$ cat src/rtl/image_pkg.sv
// Shared geometry, pixel and stream-beat types for the image pipeline.
package image_pkg;

  localparam int IMG_WIDTH  = 320;
  localparam int IMG_HEIGHT = 240;
  localparam int IMG_ADDR_W = 17;

  typedef struct packed {
    logic [7:0] r;
    logic [7:0] g;
    logic [7:0] b;
  } pixel_t;

  typedef logic [IMG_ADDR_W-1:0] pix_addr_t;

  typedef struct packed {
    pixel_t data;
    logic   sof;
    logic   eol;
    logic   eof;
  } stream_beat_t;

  typedef enum logic [1:0] {
    ST_IDLE,
    ST_ISSUE,
    ST_DRAIN
  } reader_state_t;

  function automatic stream_beat_t make_beat(logic [23:0] rgb, logic sof, logic eol, logic eof);
    stream_beat_t beat;
    beat.data = rgb;
    beat.sof  = sof;
    beat.eol  = eol;
    beat.eof  = eof;
    return beat;
  endfunction

endpackage

$ cat src/rtl/stream_fifo2.sv
// Two-entry FIFO of stream beats; an empty FIFO presents valid=0 and zero data.
module stream_fifo2
  import image_pkg::*;
(
  input  logic                              clk,
  input  logic                              rst,
  input  logic                              push_i,
  input  logic [$bits(stream_beat_t)-1:0]   push_beat_i,
  input  logic                              pop_i,
  output logic                              valid_o,
  output logic [$bits(stream_beat_t)-1:0]   beat_o,
  output logic [1:0]                        count_o
);

  localparam int BW = $bits(stream_beat_t);

  logic [BW-1:0] mem_q [2];
  logic          wr_ptr_q, wr_ptr_d;
  logic          rd_ptr_q, rd_ptr_d;
  logic [1:0]    count_q, count_d;
  logic          do_push, do_pop;

  assign do_push = push_i && (count_q != 2'd2);
  assign do_pop  = pop_i && (count_q != 2'd0);

  always_comb begin
    wr_ptr_d = wr_ptr_q;
    rd_ptr_d = rd_ptr_q;
    count_d  = count_q;
    if (do_push) wr_ptr_d = ~wr_ptr_q;
    if (do_pop)  rd_ptr_d = ~rd_ptr_q;
    case ({do_push, do_pop})
      2'b10:   count_d = count_q + 2'd1;
      2'b01:   count_d = count_q - 2'd1;
      default: count_d = count_q;
    endcase
  end

  always_ff @(posedge clk or posedge rst) begin
    if (rst) begin
      wr_ptr_q <= 1'b0;
      rd_ptr_q <= 1'b0;
      count_q  <= 2'd0;
    end else begin
      wr_ptr_q <= wr_ptr_d;
      rd_ptr_q <= rd_ptr_d;
      count_q  <= count_d;
    end
  end

  // Storage needs no reset: it is only visible through a non-zero count.
  always_ff @(posedge clk) begin
    if (do_push) mem_q[wr_ptr_q] <= push_beat_i;
  end

  assign valid_o = (count_q != 2'd0);
  assign beat_o  = valid_o ? mem_q[rd_ptr_q] : '0;
  assign count_o = count_q;

endmodule

$ cat src/rtl/image_stream_reader.sv
// Streams one frame from the image store in raster order as a valid/ready
// pixel stream with sof/eol/eof markers, hiding the 1-cycle memory latency.
module image_stream_reader
  import image_pkg::*;
#(
  parameter int WIDTH  = IMG_WIDTH,
  parameter int HEIGHT = IMG_HEIGHT,
  parameter int ADDR_W = IMG_ADDR_W
) (
  input  logic              clk,
  input  logic              rst,
  input  logic              start,
  output logic              busy,
  output logic [ADDR_W-1:0] mem_addr,
  input  logic [23:0]       mem_data,
  output logic              m_valid,
  input  logic              m_ready,
  output logic [23:0]       m_data,
  output logic              m_sof,
  output logic              m_eol,
  output logic              m_eof,
  output logic              done
);

  localparam int XW = (WIDTH > 1) ? $clog2(WIDTH) : 1;
  localparam int YW = (HEIGHT > 1) ? $clog2(HEIGHT) : 1;
  localparam logic [ADDR_W-1:0] LAST_ADDR = ADDR_W'(WIDTH * HEIGHT - 1);
  localparam logic [ADDR_W-1:0] ADDR_ONE  = ADDR_W'(1);
  localparam logic [XW-1:0]     X_LAST    = XW'(WIDTH - 1);
  localparam logic [XW-1:0]     X_ONE     = XW'(1);
  localparam logic [YW-1:0]     Y_LAST    = YW'(HEIGHT - 1);
  localparam logic [YW-1:0]     Y_ONE     = YW'(1);

  reader_state_t     state_q, state_d;
  logic [ADDR_W-1:0] addr_q, addr_d;
  logic [XW-1:0]     x_q, x_d;
  logic [YW-1:0]     y_q, y_d;
  logic              inflight_q, inflight_d;
  logic [2:0]        flags_q, flags_d;
  logic              done_q, done_d;
  logic              issue;

  stream_beat_t mem_beat, fifo_beat, out_beat;
  logic         fifo_valid, fifo_push, fifo_pop, handshake;
  logic [1:0]   fifo_count;
  logic [2:0]   occupancy;

  // Data returning this cycle bypasses the FIFO when it is empty and the
  // consumer is ready, which is what gives 1 pixel/clk with no bubble.
  assign mem_beat  = make_beat(mem_data, flags_q[2], flags_q[1], flags_q[0]);
  assign m_valid   = fifo_valid || inflight_q;
  assign out_beat  = fifo_valid ? fifo_beat : (inflight_q ? mem_beat : '0);
  assign handshake = m_valid && m_ready;
  assign fifo_pop  = fifo_valid && m_ready;
  assign fifo_push = inflight_q && !(!fifo_valid && m_ready);
  assign occupancy = {1'b0, fifo_count} + {2'b0, inflight_q} - {2'b0, handshake};

  stream_fifo2 u_fifo (
    .clk         (clk),
    .rst         (rst),
    .push_i      (fifo_push),
    .push_beat_i (mem_beat),
    .pop_i       (fifo_pop),
    .valid_o     (fifo_valid),
    .beat_o      (fifo_beat),
    .count_o     (fifo_count)
  );

  always_comb begin
    state_d = state_q;
    addr_d  = addr_q;
    x_d     = x_q;
    y_d     = y_q;
    flags_d = {(x_q == '0) && (y_q == '0), x_q == X_LAST, (x_q == X_LAST) && (y_q == Y_LAST)};
    done_d  = 1'b0;
    issue   = 1'b0;
    unique case (state_q)
      ST_IDLE: begin
        addr_d = '0;
        x_d    = '0;
        y_d    = '0;
        // done_q still high means this is the completion cycle; start is dropped.
        if (start && !done_q) state_d = ST_ISSUE;
      end
      ST_ISSUE: begin
        if (occupancy < 3'd2) begin
          issue = 1'b1;
          if (addr_q == LAST_ADDR) begin
            state_d = ST_DRAIN;
          end else begin
            addr_d = addr_q + ADDR_ONE;
            if (x_q == X_LAST) begin
              x_d = '0;
              y_d = y_q + Y_ONE;
            end else begin
              x_d = x_q + X_ONE;
            end
          end
        end
      end
      ST_DRAIN: begin
        if (handshake && out_beat.eof) begin
          state_d = ST_IDLE;
          addr_d  = '0;
          done_d  = 1'b1;
        end
      end
      default: state_d = ST_IDLE;
    endcase
    inflight_d = issue;
  end

  always_ff @(posedge clk or posedge rst) begin
    if (rst) begin
      state_q    <= ST_IDLE;
      addr_q     <= '0;
      x_q        <= '0;
      y_q        <= '0;
      inflight_q <= 1'b0;
      flags_q    <= 3'b000;
      done_q     <= 1'b0;
    end else begin
      state_q    <= state_d;
      addr_q     <= addr_d;
      x_q        <= x_d;
      y_q        <= y_d;
      inflight_q <= inflight_d;
      flags_q    <= flags_d;
      done_q     <= done_d;
    end
  end

  assign busy     = (state_q != ST_IDLE);
  assign mem_addr = addr_q;
  assign done     = done_q;
  assign m_data   = out_beat.data;
  assign m_sof    = out_beat.sof;
  assign m_eol    = out_beat.eol;
  assign m_eof    = out_beat.eof;

endmodule

$ cat config.mk
export PLATFORM = sky130hd
export DESIGN_NAME = image_stream_reader
export DESIGN_NICKNAME = d
export VERILOG_FILES = /design/src/rtl/image_pkg.sv /design/src/rtl/stream_fifo2.sv /design/src/rtl/image_stream_reader.sv
export SDC_FILE = /design/constraint.sdc
export NUM_CORES = 1
export LEC_CHECK = 0
export CORE_AREA = 2 2 117 119
export CTS_CLUSTER_SIZE = 20
export DETAILED_ROUTE_END_ITERATION = 8
export DIE_AREA = 0 0 119 121
export PLACE_DENSITY_LB_ADDON = 0.25
export SYNTH_ARGS = -nofsm -noshare
export SYNTH_HDL_FRONTEND = slang
export SYNTH_HIERARCHICAL = 1
export SYNTH_SLANG_ARGS = --single-unit
$ cat constraint.sdc
create_clock -name clk -period 3.9 [get_ports clk]
set_input_delay 0.585 -clock clk [delete_from_list [all_inputs] [get_ports clk]]
set_output_delay 0.585 -clock clk [all_outputs]
set_load 0.03 [all_outputs]
; Word level (Yosys, flattened, before mapping)
; Memories as Yosys holds them, arrays and structs flattened.
; Cells that the tools add are included.
; W data, S select, Z words.
[totals]
ram_bits = 54
ff_bits = 45
in_bits = 28
n_memories = 1
[memory_table]
columns = name, words, word_bits, rd, rd_ports_with_merged_regs, write_ports, line
row1 = u_fifo.mem_q, 2, 27, 1, 0, 1, stream_fifo2.sv:17  ; logic [BW-1:0] mem_q [2];
[classes]
eq_ne = 14
reduce_logical = 26
bitwise = 2
mux = 26
add_sub_neg = 7
order_cmp = 1
[ops]
columns = cell, n
row1 = $mux W27, 2
row2 = $mux W17, 3
row3 = $pmux W17 S3, 1
row4 = $mux W9, 3
row5 = $mux W8, 3
row6 = $pmux W9 S2, 1
row7 = $add A17 B1 Y17 const B, 1
row8 = $eq A17 B17 Y1 const B, 1
row9 = $pmux W8 S2, 1
row10 = $ne A2 B2 Y1 const B, 7
row11 = $reduce_and A4 Y1, 3
row12 = $logic_and A1 B1 Y1, 10
row13 = $add A9 B1 Y9 const B, 1
row14 = $eq A9 B9 Y1 const B, 1
row15 = $logic_not A9 Y1, 1
row16 = $add A8 B1 Y8 const B, 1
row17 = $eq A8 B8 Y1 const B, 1
row18 = $logic_not A8 Y1, 1
row19 = $mux W2, 4
row20 = $reduce_bool A2 Y1, 4
row21 = $mux W1, 6
row22 = $pmux W2 S3, 1
row23 = $eq A2 B1 Y1 const B, 2
row24 = $eq A2 B2 Y1 const B, 2
row25 = other kinds (12), 15

; Logic depth before layout (Yosys ltp)
; Gate-level depths: netlist of run 1.
[depth]
depth_word = 8
mapped_depth = 14
ltp_nobuf = 11

; Cells and area by module
; Netlist of run 1, hierarchy kept.
[modules_own_cells]
columns = module, area_per_inst_um2, cells_each, instances, seq_area_each_um2
row1 = image_stream_reader, 2889.0, 339, 1, 1026.0
row2 = stream_fifo2, 2307.2, 134, 1, 1721.7

; Worst setup path before layout of run 1
; No wires, ideal clock.
[synth_path]
path_type = reg-to-reg
start = reg u_fifo.count_q[0], in the netlist u_fifo/count_o[0]
end = reg addr_q[3], in the netlist mem_addr[3]
stages_incl_launch_ff = 15
setup_ps = 147
t_arrival_ps = 3272
slack_ps = 481
synth_period_minus_slack_ps = 3419
path_cell_list = dfrtp_1 -> nor2_2 -> buf_6 -> buf_6 -> inv_2 -> or2_2 -> and2_1 -> ha_1 -> nor2b_1 -> fa_1 -> nor2_1 -> nand2b_1 -> o22ai_1 -> buf_2 -> a31oi_1
[synth_between]
elab_chain_len = 7
word_cells_on_any_way = 11
[synth_lines]
columns = item, line
row1 = start: declaration, stream_fifo2.sv:20  ; logic [1:0] count_q, count_d;
row2 = start signal: assignment, stream_fifo2.sv:47  ; count_q <= count_d;
row3 = $reduce_bool A2 Y1 (*), stream_fifo2.sv:56  ; assign valid_o = (count_q != 2'd0);
row4 = via fifo_valid, image_stream_reader.sv:44  ; logic fifo_valid, fifo_push, fifo_pop, handshake;
row5 = $logic_or A1 B1 Y1 (*), image_stream_reader.sv:51  ; assign m_valid = fifo_valid || inflight_q;
row6 = via m_valid, image_stream_reader.sv:16  ; output logic m_valid,
row7 = $logic_and A1 B1 Y1 (*), image_stream_reader.sv:53  ; assign handshake = m_valid && m_ready;
row8 = $sub A3 B1 Y3, image_stream_reader.sv:56  ; assign occupancy = {1'b0, fifo_count} + {2'b0, inflight_q} - {2'b0, handshake};
row9 = $lt A3 B2 Y1, image_stream_reader.sv:86  ; if (occupancy < 3'd2) begin
row10 = $ne A2 B2 Y1 (no line), -
row11 = $reduce_and A4 Y1 (no line) (*), -
row12 = end signal: assignment, image_stream_reader.sv:124  ; addr_q <= addr_d;
row13 = end: declaration, image_stream_reader.sv:35  ; logic [ADDR_W-1:0] addr_q, addr_d;
; Mark *: on every way through the listed nets, which the timed path passes. The rest lies on a longest branch.
; A chain may end at the register's enable or synchronous reset.

==> metrics.txt, run 1 <==
Synth Warn #=6; kind of end point of the critical path=output port; Min-Delay Path Class=primary input to asynchronous set/reset pin; Final setup viols=0; Seq/Total Area, Yosys=52.9%; Max Freq=~320 MHz; first-pass GRT wire length=20.3 mm; Vert. Die Dim=~120 um; CTS Buf Count=9; Finished Layout Cells=slightly above 700; VDD IR max=roughly 0.00028 V; die width=about 120 um; via count=roughly 4000; die area=approximately 0.014 mm2; Avg Inst Size Synth=around 11 um2; Congestion Overflow GR=0; RePlAce Congestion=between 0.8 and 0.9; Post-CTS Hold Buffers=0; synth cell count leaders=edfxtp_1 (54), dfrtp_1 (45), nand2_1 (34), mux2i_1 (29); Final Net Count=573; antenna viol nets, final=0; placed cell count=702; post-DP HPWL=about 8.1 mm; Final Max Tran Viols=0; Lkg Pwr=2.49 nW; worst endpoint required time=3.31 ns; synthesis-to-finish area growth=23.1%; Synth Instances=~470; most frequent cell after synthesis=edfxtp_1; synth unique cells=64; Yosys reg bits=99; worst-margin pin slew=0.812 ns; final worst-path cycle share=81.0%; FP Rows=42; H-tree depth=3; DR vias/cell=around 5.6; status=finished, final reports clean; antenna violations before repair=0; Max Cap Violations=0; Synth area leaders=edfxtp_1 (31%), dfrtp_1 (22%), mux2i_1 (5.6%); CP Launch Type=flip-flop; crit-path max FO=21; post-route setup TNS=0 ns; Final Hold Fails=0; maximum buffer depth of the clock tree=2; syn_nets=between 500 and 600; Min Clock Period, post-route=about 3.2 ns; Rel. slew slack=45.9%; Worst-Skew Late Latency=0.35 ns; Worst Path Arrival=2.57 ns; Iter 0 DRT Violations=250; IO Pins=75; Clock transition at path regs=roughly 0.070 ns; largest net degree at the start of global routing=42; Synth async-reset ratio=45.5%; area leader, netlist=edfxtp_1; wire per inst=between 15 and 20 um; setup ws final=0.742 ns; Netlist Area Pre-Place=between 0.005 and 0.006 mm2; CTS Root Cell=clkbuf_16; clk_skew=roughly 0.0073 ns; Post CTS Setup Buffer Count=0; pre-CTS setup slack=0.656 ns; unrepaired setup endpoints after global routing=false; post-CTS resize count=0; top-area cell type share of the netlist area=roughly 31%; diode count=0; router iterations before antenna repair=5; P per Cell Area=768 mW/mm2; core area=approximately 0.013 mm2; critical path class=flip-flop to output port; GR Util All Layers=17.7%; Clock Sinks=99; ys flop type=edfxtp_1; vias in the first global route=around 3900; Port Buffer Count=74; CTS tree=built; Starting Density=between 30% and 40%; share of layout cells above drive strength 1=11.3%; DRC violations left=0; final wirelength=between 10 and 15 mm; Power, Total=between 4 and 5 mW; count of flip-flops with a built-in enable after synthesis=54
## logic make-up after synthesis
group | share of synthesized area, %
compound gates | 15.1
xor+xnor | 1.18
fa+ha+maj | 2.07
buf+inv | 5.22
flops | 52.9
mux | 5.59
simple gates | 17.9
## per-layer routing
metal	GRT usage, %	routed length, um	up-vias
li1	-	-	1914
met1	23.8	5630	1950
met2	29.2	5870	116
met3	2.73	479	17
met4	6.32	188	0
met5	0	0	-
## registers in the layout (all words and copies together), names as in the netlist
register and cells:
mem_addr 17, x_q 9, u_fifo/wr_ptr_q 1, y_q 8
inflight_q 1, done 1, u_fifo/mem_q 54, state_q 2
u_fifo/rd_ptr_q 1, flags_q 3, u_fifo/count_o 2
## layout make-up
type                            instances  area [um2]
Clock buffer                           12         246
Sequential cell                        99        2750
Multi-Input combinational cell        313        2190
Inverter                               27         101
Timing Repair Buffer                   87         838
Tap cell                              176         220
Fill cell                            1184        6690
Clock inverter                          4        50.0
## worst max-delay path, stage by stage, from the launching register on
cell	delay, ns
dfrtp_1	0.60
buf_4	0.44
mux2i_1	0.28
nor2_2	0.05
a22o_1	0.25
clkdlybuf4s50_1	0.59
## power breakdown
part | switching [mW] | internal, mW | total (mW)
clock | 0.381 | 0.515 | 0.897
sequential | 0.165 | 1.32 | 1.48
combinational | 1.50 | 1.03 | 2.53
## placed cells by master (no fill, tap or decap), types with 5 or more instances in the layout
master           instances
a22o_1                  26
nor4_1                  10
edfxtp_1                54
nand4_1                 15
nand2_1                 34
mux2i_1                 29
o21ai_0                 10
clkdlybuf4s50_1         74
o21a_1                   6
dfrtp_1                 45
a41oi_1                  7
nor3_1                   9
ha_1                     7
buf_4                   13
nor2_1                  18
clkbuf_16                9
nand3_1                 17
nor2_2                  21
a21oi_1                  6
a31oi_1                 19
inv_1                   26
xnor2_1                  5
and3_1                   8
## path summary, 6_finish.rpt
path / from / endpoint / cells past startpoint / slack (ns)
max in group asynchronous: rst / y_q[7] / 3 / 2.79
min in group clk: flags_q[1] / u_fifo/mem_q[1][1] / 0 / 0.48
min reg2reg: flags_q[1] / u_fifo/mem_q[1][1] / 0 / 0.48
min: rst / u_fifo/count_o[1] / 2 / 0.47
max reg2reg: u_fifo/count_o[0] / y_q[5] / 11 / 0.77
max: u_fifo/rd_ptr_q / m_data[6] / 5 / 0.74
## per-stage QoR
step	area, um2	hold WS (ns)	utilization (%)
6_report	6400	0.472	48.9
5_1_grt	6400	0.493	48.9
4_1_cts	6400	0.471	48.9
3_5_place_dp	6100	0.472	46.6
3_3_place_gp	6100	0.452	46.6
2_1_floorplan	5200	0.351	-
Power figures use the tool's default switching activity.
==> run 2: changes to the inputs <==
==> constraint.sdc (replaced) <==
create_clock -name clk -period 3 [get_ports clk]
set_input_delay 0.45 -clock clk [delete_from_list [all_inputs] [get_ports clk]]
set_output_delay 0.45 -clock clk [all_outputs]
set_load 0.03 [all_outputs]
==> metrics.txt, run 2 (synthesized netlist as in run 1, its figures left out) <==
critical path class=flip-flop to flip-flop; Crit-path slowest cell=dfrtp_1; Clock transition at path regs=0.07 ns (about the same); first-pass GRT wire length=20.2 mm (-0.17%); Max Freq=354 MHz; hold slack=0.324 ns (-0.148 ns); antenna violations before repair=0 (unchanged); maximum buffer depth of the clock tree=2 (unchanged); worst-margin pin slew=0.785 ns (-0.0268 ns); DR vias/cell=5.55 (-0.23%); status=finished, final reports clean; H-tree depth=3 (unchanged); Post CTS Setup Buffer Count=0 (unchanged); Worst-Skew Late Latency=0.35 ns (about the same); IO Pins=75 (unchanged); worst endpoint required time=3.23 ns (-0.08 ns); Min Clock Period, post-route=between 2 and 3 ns; slowest stage delay, CP=0.46 ns (-0.14 ns); Rel. slew slack=47.3% (+1.4 points); Worst Path Arrival=3.06 ns (+0.49 ns); vias in the first global route=3912 (+0.33%); Reg with most FFs=u_fifo/mem_q; die area=0.0144 mm2 (unchanged); RR Startpoint=u_fifo/count_o[0]; diode count=0 (unchanged); VDD IR max=0.000395 V (+43%); FP Rows=42 (unchanged); post-CTS resize count=0 (unchanged); CTS Root Cell=clkbuf_16; kind of end point of the critical path=flip-flop; CP Launch Type=flip-flop; post-DP HPWL=8.23 mm (+2.3%); die width=119 um (unchanged); CTS Buf Count=9 (unchanged); Port Buffer Count=74 (unchanged); crit-path max FO=9 (-57%); P per Cell Area=1020 mW/mm2 (+32%); antenna viol nets, final=0 (unchanged); most frequent cells in the layout=edfxtp_1 (54), clkdlybuf4s50_1 (47), buf_4 (47); Post-CTS Hold Buffers=0 (unchanged); DRC violations left=0 (unchanged); Critical Path End=y_q[4]; core area=0.0131 mm2 (unchanged); setup ws final=0.172 ns (-0.569 ns); Final Max Tran Viols=0 (unchanged); Power, Total=6.67 mW (+36%); largest net degree at the start of global routing=42 (unchanged); CTS tree=built; Largest register FFs=54 (unchanged); Reg2Reg Depth=11 (unchanged); Iter 0 DRT Violations=287 (+15%); share of layout cells above drive strength 1=20.3% (+9.0 points); Final Net Count=584 (+1.9%); setup slack, reg-to-reg=0.17 ns (-0.60 ns); commonest non-fill, non-tap cell in the layout=edfxtp_1; GR Util All Layers=17.5% (-0.25 points); final worst-path cycle share=a little over nine tenths; worst path cell trace=nor2_4 > inv_4 > or2_4 > and2_4 > ha_4 > nor2b_2 > fa_2 > xnor2_4 > nor2_2 > a41oi_1 > a311o_1; Max Cap Violations=0 (unchanged); FF/Latch Area=0.00275 mm2 (about the same); Min-Delay Path Class=primary input to asynchronous set/reset pin; multi-input logic area=0.00228 mm2 (+3.9%); Congestion Overflow GR=0 (unchanged); Starting Density=39.7% (unchanged); Final Hold Fails=0 (unchanged); via count=4049 (+1.3%); Clock Sinks=99 (unchanged); Vert. Die Dim=121 um (unchanged); router iterations before antenna repair=5 (unchanged); Worst Setup SP=u_fifo/count_o[0]; unrepaired setup endpoints after global routing=false; final wirelength=12.3 mm (+0.92%); Final setup viols=0 (unchanged); clk_skew=0.00510 ns (-0.00223 ns); pre-CTS setup slack=0.110 ns (-0.546 ns); RePlAce Congestion=0.850 (-4.0%); wire per inst=16.8 um (-0.60%); Fillers=1183 (-0.084%); Critical R2R Capture=y_q[4]; synthesis-to-finish area growth=26.2%; Lkg Pwr=2.62 nW (+5.4%)
run 2: cell types whose count changed in the layout (fill, tap and decap cells not counted), sizes merged:
cell / delta
buf: +38
clkbuf: -2
clkdlybuf4s50: -27
clkinv: +1
inv: +1
run 2: critical path: cells and delay by family, from the launching register on:
kind	cells	cell delay [ns]
AO/OA/AOI/OAI	2	0.50
XOR/XNOR	1	0.19
adder cells (fa/ha/maj)	2	0.65
buffers and inverters	1	0.04
flip-flops	1	0.46
AND/OR/NAND/NOR	5	0.87
run 2: how the worst min path moves through the flow:
stage | cells after the start | from | end | slack (ns)
final | 2 | rst | u_fifo/count_o[0] | 0.32
after global routing | 2 | rst | u_fifo/count_o[0] | 0.36
after CTS | 2 | rst | u_fifo/count_o[0] | 0.33
after detailed placement | 0 | flags_q[2] | u_fifo/mem_q[1][2] | 0.47
after global placement | 0 | flags_q[2] | u_fifo/mem_q[0][2] | 0.45
after floorplan | 1 | rst | u_fifo/count_o[0] | 0.22
run 2: per-stage QoR:
stage	util (%)	instance area, um2	setup TNS [ns]	std cells
2_1_floorplan	-	5320	-1.96	473
3_3_place_gp	47.8	6260	0	713
3_5_place_dp	47.8	6260	0	713
4_1_cts	50.1	6560	0	729
5_1_grt	50.1	6560	0	729
6_report	50.1	6560	0	729
run 2: power by group:
group / leakage (nW) / total [mW] / switching (mW) / internal [mW]
combinational: 1.39 / 3.60 / 2.08 / 1.52
sequential: 1.08 / 1.89 / 0.178 / 1.71
clock: 0.144 / 1.18 / 0.521 / 0.656
total: 2.62 / 6.67 / 2.78 / 3.89
run 2: area by class of cell:
type | count | area share, %
clock buffer | 10 | 3.49
clock inverter | 6 | 1.11
inverter | 27 | 1.58
multi-input combinational | 313 | 34.8
sequential | 99 | 41.9
tap | 176 | 3.36
timing repair buffer | 98 | 13.8
run 2: per-layer routing:
layer | up-vias | part of all wire (%) | track usage (%)
met5 | - | 0 | 0
met4 | 0 | 1.6 | 6.32
met3 | 20 | 4.4 | 2.73
met2 | 119 | 47 | 27.7
met1 | 1974 | 47 | 24.3
li1 | 1936 | - | -
==> run 3: changes to the inputs <==
--- a/config.mk
+++ b/config.mk
@@ -14,3 +14,4 @@
 export SYNTH_HDL_FRONTEND = slang
 export SYNTH_HIERARCHICAL = 1
 export SYNTH_SLANG_ARGS = --single-unit
+export TNS_END_PERCENT = 10
==> metrics.txt, run 3 (synthesized netlist as in run 1, its figures left out) <==
FP Rows=42 (unchanged); CTS Buf Count=9 (unchanged); Max Cap Violations=0 (unchanged); kind of end point of the critical path=flip-flop; DR vias/cell=5.56 (+0.14%); RePlAce Congestion=0.851 (+0.15%); Clock transition at path regs=0.07 ns (about the same); VDD IR max=0.000499 V (+26%); wire per inst=16.5 um (-1.7%); share of layout cells above drive strength 1=19.0% (-1.3 points); antenna viol nets, final=0 (unchanged); maximum buffer depth of the clock tree=2 (unchanged); commonest non-fill, non-tap cell in the layout=edfxtp_1; placed cell areas=0.00619 mm2 (-1.1%); Iter 0 DRT Violations=276 (-3.8%); Max Freq=355 MHz (+0.45%); clk_skew=0.00924 ns (+0.00414 ns); final core utilization=49.8% (-0.35 points); internal power=3.92 mW (+0.69%); Final Hold Fails=0 (unchanged); most frequent cells in the layout=edfxtp_1 (54), clkdlybuf4s50_1 (47), dfrtp_1 (44); P per Cell Area=1020 mW/mm2 (about the same); worst-margin pin slew=0.684 ns (-0.101 ns); unrepaired setup endpoints after global routing=false; Vert. Die Dim=121 um (unchanged); Sw Share=40.9% (-0.84 points); antenna violations before repair=0 (unchanged); GR Util All Layers=17.4% (-0.026 points); Post-CTS Hold Buffers=0 (unchanged); diode count=0 (unchanged); worst endpoint required time=3.27 ns (+0.04 ns); Flop pwr share=29.1% (+0.7 points); hold slack=0.325 ns (+0.000954 ns); Reg with most FFs=u_fifo/mem_q; Worst-Skew Late Latency=0.35 ns (about the same); Min-Delay Path Class=primary input to asynchronous set/reset pin; clock group share of total power=19.1% (+1.5 points); DRC violations left=0 (unchanged); Fillers=1173 (-0.85%); CTS tree=built; first-pass GRT wire length=20.1 mm (-0.45%); Post CTS Setup Buffer Count=0 (unchanged); RR Startpoint=u_fifo/count_o[0]; Starting Density=39.7% (unchanged); setup slack, reg-to-reg=0.19 ns (about the same); crit-path max FO=16 (+7); Reg2Reg Depth=12 (+1); via count=4027 (-0.54%); Rel. slew slack=54.1% (+6.8 points); final worst-path cycle share=93.8% (-0.42 points); CP Launch Type=flip-flop; Worst Path Arrival=3.08 ns (+0.02 ns); critical path class=flip-flop to flip-flop; Congestion Overflow GR=0 (unchanged); Clock Sinks=99 (unchanged); die width=119 um (unchanged); Critical Path End=mem_addr[5]; fin area=0.00651 mm2 (-0.71%); vias in the first global route=3893 (-0.49%); final wirelength=12.0 mm (-2.4%); die area=0.0144 mm2 (unchanged); Final Net Count=579 (-0.86%); Final Max Tran Viols=0 (unchanged); CTS Root Cell=clkbuf_16; Final setup viols=0 (unchanged); post-CTS resize count=0 (unchanged); Largest register FFs=54 (unchanged); Worst Setup SP=u_fifo/count_o[0]; synthesis-to-finish area growth=25.3%; Port Buffer Count=74 (unchanged); Min Clock Period, post-route=2.81 ns (-0.0126 ns); router iterations before antenna repair=4 (-1); post-DP HPWL=8.05 mm (-2.2%); core area=0.0131 mm2 (unchanged); Lkg Pwr=2.59 nW (-1.1%); status=finished, final reports clean; IO Pins=75 (unchanged); H-tree depth=3 (unchanged); largest net degree at the start of global routing=42 (unchanged); Gate power share=51.9% (-2.1 points); Sw Pwr=2.71 mW (-2.7%); Critical R2R Capture=mem_addr[5]
run 3: worst min path at each step:
stage	endpoint	slack [ns]	cells past startpoint	start
2_1_floorplan	u_fifo/count_o[0]	0.22	1	rst
3_3_place_gp	u_fifo/mem_q[0][1]	0.45	0	flags_q[1]
3_5_place_dp	u_fifo/mem_q[0][1]	0.47	0	flags_q[1]
4_1_cts	u_fifo/wr_ptr_q	0.32	2	rst
5_1_grt	u_fifo/wr_ptr_q	0.35	2	rst
6_report	u_fifo/wr_ptr_q	0.32	2	rst
run 3: area by class of cell:
cell class              count  area (um2)  area share [%]
multi-input cells         313        2260            34.7
clock inverters             5        81.3            1.25
well taps                 176         220            3.38
clock buffers              11         243            3.73
inverters                  27         104            1.59
repair buffers             93         853            13.1
flip-flops and latches     99        2750            42.2
run 3: critical path: stages (launching register included):
cell,delay [ns]
dfrtp_1,0.47
nor2_4,0.15
inv_4,0.04
or2_4,0.24
and2_4,0.14
ha_4,0.26
nor2b_2,0.04
fa_2,0.40
xnor2_4,0.25
nand2b_1,0.28
o22ai_4,0.11
buf_12,0.19
a31oi_1,0.17
run 3: power by group through the flow:
stage | logic (mW) | registers (mW) | clock network (mW)
after CTS | 3.47 | 1.92 | 1.30
after global placement | 3.44 | 1.94 | 0
after detailed placement | 3.46 | 1.95 | 0
after floorplan | 2.38 | 1.96 | 0
after global routing | 3.69 | 1.96 | 1.35
final | 3.43 | 1.92 | 1.26
run 3: per-layer routing:
metal  global-route usage [%]  share of wire [%]
met4                     6.40                1.9
met5                        0                  0
met1                     23.4                 47
met3                     3.71                5.0
met2                     27.9                 46
run 3: stage by stage:
step                cells  setup WS, ns  TNS [ns]  total power, mW
CTS                   724         0.172         0             6.69
detailed placement    708         0.170         0             5.41
global route          724        0.0265         0             7.00
global placement      708         0.194         0             5.37
finish                724         0.185         0             6.62
floorplan             473       -0.0425     -2.05             4.34
